**config.mk**
```make
export PLATFORM = sky130hd
export DESIGN_NAME = xf100_gnrl_fifo
export DESIGN_NICKNAME = d
export VERILOG_FILES = /design/src/rtl/xf100_gnrl_fifo_pkg.sv /design/src/rtl/xf100_gnrl_fifo_ent.sv /design/src/rtl/xf100_gnrl_fifo.sv
export SDC_FILE = /design/constraint.sdc
export NUM_CORES = 1
export LEC_CHECK = 0
export ABC_AREA = 1
export BUFFER_PORTS_ARGS = -buffer_cell sky130_fd_sc_hd__buf_2
export CAP_MARGIN = 20
export CORE_ASPECT_RATIO = 0.5
export CORE_MARGIN = 5
export CORE_UTILIZATION = 34
export DETAILED_ROUTE_END_ITERATION = 8
export HOLD_SLACK_MARGIN = 0.03
export PLACE_DENSITY = 0.63
export SYNTH_ARGS = -nofsm -noshare
export SYNTH_HDL_FRONTEND = slang
export SYNTH_SLANG_ARGS = --single-unit
```
**constraint.sdc**
```tcl
create_clock -name clk -period 4.7 [get_ports clk]
set_input_delay 0.94 -clock clk [delete_from_list [all_inputs] [get_ports clk]]
set_output_delay 0.94 -clock clk [all_outputs]
set_load 0.01 [all_outputs]
```
**src/rtl/xf100_gnrl_fifo_pkg.sv**
```systemverilog
// xf100_gnrl_fifo_pkg: shared default sizing for the general-purpose FIFO
package xf100_gnrl_fifo_pkg;
    localparam int XF100_FIFO_DW = 32;
    localparam int XF100_FIFO_DP = 4;
endpackage

```
**src/rtl/xf100_gnrl_fifo_ent.sv**
```systemverilog
// xf100_gnrl_fifo_ent: one FIFO storage entry, a load-enabled register without reset
module xf100_gnrl_fifo_ent #(
    parameter int DW = 32
) (
    input  logic          clk,
    input  logic          en,
    input  logic [DW-1:0] d,
    output logic [DW-1:0] q
);
    always_ff @(posedge clk)
        if (en) q <= d;
endmodule

```
**src/rtl/xf100_gnrl_fifo.sv**
```systemverilog
// xf100_gnrl_fifo: valid/ready FIFO with registered-state handshakes and masked head data
module xf100_gnrl_fifo
    import xf100_gnrl_fifo_pkg::*;
#(
    parameter int DW = XF100_FIFO_DW,
    parameter int DP = XF100_FIFO_DP
) (
    input  logic                 clk,
    input  logic                 rst_n,
    input  logic                 flush,
    input  logic                 i_vld,
    output logic                 i_rdy,
    input  logic [DW-1:0]        i_dat,
    output logic                 o_vld,
    input  logic                 o_rdy,
    output logic [DW-1:0]        o_dat,
    output logic [$clog2(DP):0]  cnt
);
    localparam int AW = $clog2(DP);
    logic [AW-1:0] wptr, rptr;
    logic [DW-1:0] ent_q [DP];
    logic          push, pop;
    assign i_rdy = cnt != (AW+1)'(DP);
    assign o_vld = cnt != '0;
    assign push  = i_vld & i_rdy & rst_n & ~flush;
    assign pop   = o_vld & o_rdy & rst_n & ~flush;
    // Stale entries stay in storage; only the head is exposed, and only while occupied
    assign o_dat = o_vld ? ent_q[rptr] : '0;
    for (genvar i = 0; i < DP; i++) begin : g_ent
        xf100_gnrl_fifo_ent #(.DW(DW)) u_ent (
            .clk (clk),
            .en  (push && wptr == AW'(i)),
            .d   (i_dat),
            .q   (ent_q[i])
        );
    end
    always_ff @(posedge clk)
        if (!rst_n || flush) begin
            wptr <= '0;
            rptr <= '0;
            cnt  <= '0;
        end else begin
            if (push) wptr <= wptr + 1'b1;
            if (pop) rptr <= rptr + 1'b1;
            cnt <= cnt + (AW+1)'(push) - (AW+1)'(pop);
        end
endmodule

```
==> summary.txt <==
Power
  • Seq pwr share: 0.500
  • PwrDens: just over 400 nW/µm²
  • Fraction of power consumed by the clock network: 0.473
  • P_int: around 0.0021 W
  • Pleak: 2.41 nW
  • Relative contribution of combinational cells to total power: 0.027
  • Peak supply drop: ~0.00024 V
  • Power dissipated by switching net loads: around 0.00054 W
  • Switching part of the total: 0.202

Final layout
  • Register cell area after layout: 3990 µm²
  • Design area: 6510 µm²
  • Share of post-route cells with drive strength above 1: 0.216
  • Area used by multi-input combinational logic: around 1200 µm²
  • Post-route core utilization: 0.420
  • Number of antenna diodes: 0
  • Area Growth Syn to Fin: 20.6%
  • Filler cell count: 1406
  • Post-layout net count: 559

Floorplanning
  • Die Height: 99.1 µm
  • Floorplan die area: approximately 19000 µm²
  • Core Area: 15500 µm²
  • IO Pins: 74
  • Site row count: 32
  • Width of the chip: roughly 190 µm
  • Starting density of the core: 0.348

Worst setup path
  • Worst Setup Start Kind: register
  • Largest fanout of any net on the critical path: 35
  • Series of cell instances along the critical path: inv_2 > nor2_1 > o21ai_1 > a21oi_1 > buf_2
  • Crit path capture type: primary output
  • Worst r2r path cells: 10
  • Endpoint of the worst-slack reg-to-reg timing path: cnt[2]
  • Crit path arrival time: around 2500 ps
  • Crit path max-delay cell type: sky130_fd_sc_hd__dfxtp_2
  • Required @ worst endpoint: around 3800 ps
  • Kind of critical path: register to primary output
  • Register-to-register setup slack: between 2000 and 2500 ps
  • CP delay by family, top: flip-flops
  • Worst stage delay on the critical path: between 800 and 900 ps
  • R2r startpoint: cnt[1]
  • CP bufs+invs: 2

Detailed routing
  • Total vias in the final route: roughly 3500
  • Detailed-route DRC error count: 0
  • Total Routed Length: between 10 and 15 mm
  • WL per Instance: 15.4 µm
  • Iteration-0 DRC count of the detailed router: roughly 240
  • Via-per-instance ratio: 4.74
  • Pre-Repair DR Iteration Count: 5
  • Final antenna-violating net count: 0

Yosys
  • Post-synthesis instance area: ~5400 µm²
  • Count of yosys warnings during synthesis: 0
  • Post-Syn Instances: 444
  • Mean instance size in the synthesized netlist: approximately 12 µm²
  • Register bit total from synthesis: around 140
  • Synth area leader: sky130_fd_sc_hd__edfxtp_1
  • Number of different library cells in the post-synthesis netlist: 17
  • Top cell type's share of synthesized area: 0.712
  • Leading register cell type out of synthesis: sky130_fd_sc_hd__edfxtp_1
  • Most frequent cells after synthesis: 140 x sky130_fd_sc_hd__nor2_1, 128 x sky130_fd_sc_hd__edfxtp_1, 45 x sky130_fd_sc_hd__o21ai_1, 35 x sky130_fd_sc_hd__a21oi_1, 21 x sky130_fd_sc_hd__o21ai_0
  • Fraction of synthesis flops using an asynchronous set or reset pin: 0
  • Sequential-to-total area share from yosys stat: 0.738
  • Number of enable-type register cells in the synthesized netlist: 128
  • Most frequent cell after synthesis: sky130_fd_sc_hd__nor2_1
  • Post-synthesis net count: ~490
  • Synth area leaders: sky130_fd_sc_hd__edfxtp_1 71%, sky130_fd_sc_hd__nor2_1 9.7%, sky130_fd_sc_hd__o21ai_1 4.2%

Clock tree
  • Maximum level of the CTS H-tree: 4
  • Cts repair resizes: 0
  • Clk pin slew, worst setup/hold paths: about 60 ps
  • Clk Tree Root Cell: sky130_fd_sc_hd__clkbuf_16
  • TritonCTS clock tree: built
  • Number of buffers on the longest clock path: 2
  • Total clock buffers created by CTS: 17
  • Number of setup buffers added after CTS: 0
  • Skew-Pair Late Insertion Delay: 410 ps
  • Clock sink count: between 100 and 150
  • Hold_buf cts: 0

Global routing
  • Largest net degree at the start of global routing: between 60 and 70
  • Via count of the first global-routing pass: ~3500
  • First-pass GRT wire length: 17.8 mm
  • Initial antenna violation count: 2
  • Global route overflow: 0
  • Global routing usage summed across all routing layers: 0.123

Timing
  • Slew at the pin closest to its max-slew limit: between 1000 and 1500 ps
  • Setup violators final: 0
  • Final Hold Violating Endpoints: 0
  • Final period utilization: 0.732
  • Smallest setup slack after layout: about 1300 ps
  • Min Hold Slack: between 500 and 600 ps
  • Final Max Tran Viols: 0
  • Max frequency: between 0.2 and 0.3 GHz
  • RSZ-0062 raised after global routing: no
  • Final Skew: around 2.9 ps
  • Setup TNS: 0 ps
  • Fin crit period: approximately 3400 ps
  • Max transition margin: 0.289

Placed design
  • Last weighted congestion value of the routability-driven placer: 0.741
  • Pre-CTS setup slack: about 1700 ps
  • Placed cell area: a little under 6000 µm²
  • Count of input and output buffers: 73
  • Detail Placement HPWL: approximately 6.4 mm

Flow run
  • Number of max-cap violations: 0

Min path
  • End point of the worst hold path: wptr[0]
  • Worst hold stages: 2
  • Min-Delay Path Class: register to register
  • Hold path startpoint: wptr[0]

Run status
  • Status: finished clean
area by class of cell:
cell class	count	share of cell area
Inverter	19	0.0110
Clock inverter	14	0.0208
Clock buffer	18	0.0660
Timing Repair Buffer	76	0.0615
Tap cell	204	0.0392
Sequential cell	135	0.613
Multi-Input combinational cell	266	0.189
worst max path at each step:
stage	cells after the start	from	to	slack, ps
finish	5	rptr[1]	o_dat[12]	1260
global placement	6	flush	g_ent[3].u_ent.q[14]	1700
floorplan	5	flush	g_ent[0].u_ent.q[0]	1560
global route	5	rptr[1]	o_dat[29]	1080
detailed placement	6	flush	g_ent[3].u_ent.q[14]	1660
CTS	5	rptr[1]	o_dat[26]	1210
through the flow:
step	instances	total power [W]
final	732	0.00267
after global routing	732	0.00274
after CTS	731	0.00268
after detailed placement	699	0.00143
after global placement	699	0.00143
after floorplan	444	0.00139
cells by family after synthesis:
group	after synthesis	share of synthesized area
and+or+nand+nor	158	0.111
DFF	135	0.738
AOI/OAI and AO/OA	101	0.0937
buffers and inverters	43	0.0396
adders and majority gates	7	0.0176
metal layers:
metal  wire (µm)  up-vias  global-route usage
li1            -     1692                   -
met1        4910     1679               0.146
met4         192        4              0.0564
met2        5690       74               0.212
met5          14        -                   0
met3         473       19              0.0340
state kept, by name, indices dropped and copies added (netlist names):
name / count
cnt: 3
g_ent.u_ent.q: 128
rptr: 2
wptr: 2
power by group through the flow:
stage,combinational (W),sequential [W],clock [W]
after floorplan,0.0000293,0.00136,0
after global placement,0.0000708,0.00136,0
after detailed placement,0.0000726,0.00136,0
after CTS,0.0000729,0.00133,0.00128
after global routing,0.0000814,0.00133,0.00133
final,0.0000710,0.00133,0.00126
worst min-delay path: cells and delay by family (launching register included):
kind,cells,cell delay (ps)
flip-flops,1,340
AND/OR/NAND/NOR,1,50
AO/OA/AOI/OAI,1,120
cell usage in the layout, fill, tap and decap left out:
master and n:
sky130_fd_sc_hd__buf_2 73, sky130_fd_sc_hd__clkbuf_16 17, sky130_fd_sc_hd__nand2_1 14, sky130_fd_sc_hd__edfxtp_1 128, sky130_fd_sc_hd__buf_12 1, sky130_fd_sc_hd__buf_4 2, sky130_fd_sc_hd__fa_1 1, sky130_fd_sc_hd__o21ai_1 45
sky130_fd_sc_hd__dfxtp_1 5, sky130_fd_sc_hd__dfxtp_2 2, sky130_fd_sc_hd__ha_1 6, sky130_fd_sc_hd__clkinv_1 1, sky130_fd_sc_hd__nor2_4 4, sky130_fd_sc_hd__nor2_1 136, sky130_fd_sc_hd__a21oi_1 35, sky130_fd_sc_hd__nand3_1 4
sky130_fd_sc_hd__clkinvlp_4 5, sky130_fd_sc_hd__clkinv_2 5, sky130_fd_sc_hd__inv_2 2, sky130_fd_sc_hd__clkbuf_1 1, sky130_fd_sc_hd__inv_1 17, sky130_fd_sc_hd__bufinv_16 2, sky130_fd_sc_hd__clkinv_4 1, sky130_fd_sc_hd__o21ai_0 21
Power figures use the tool's default switching activity.
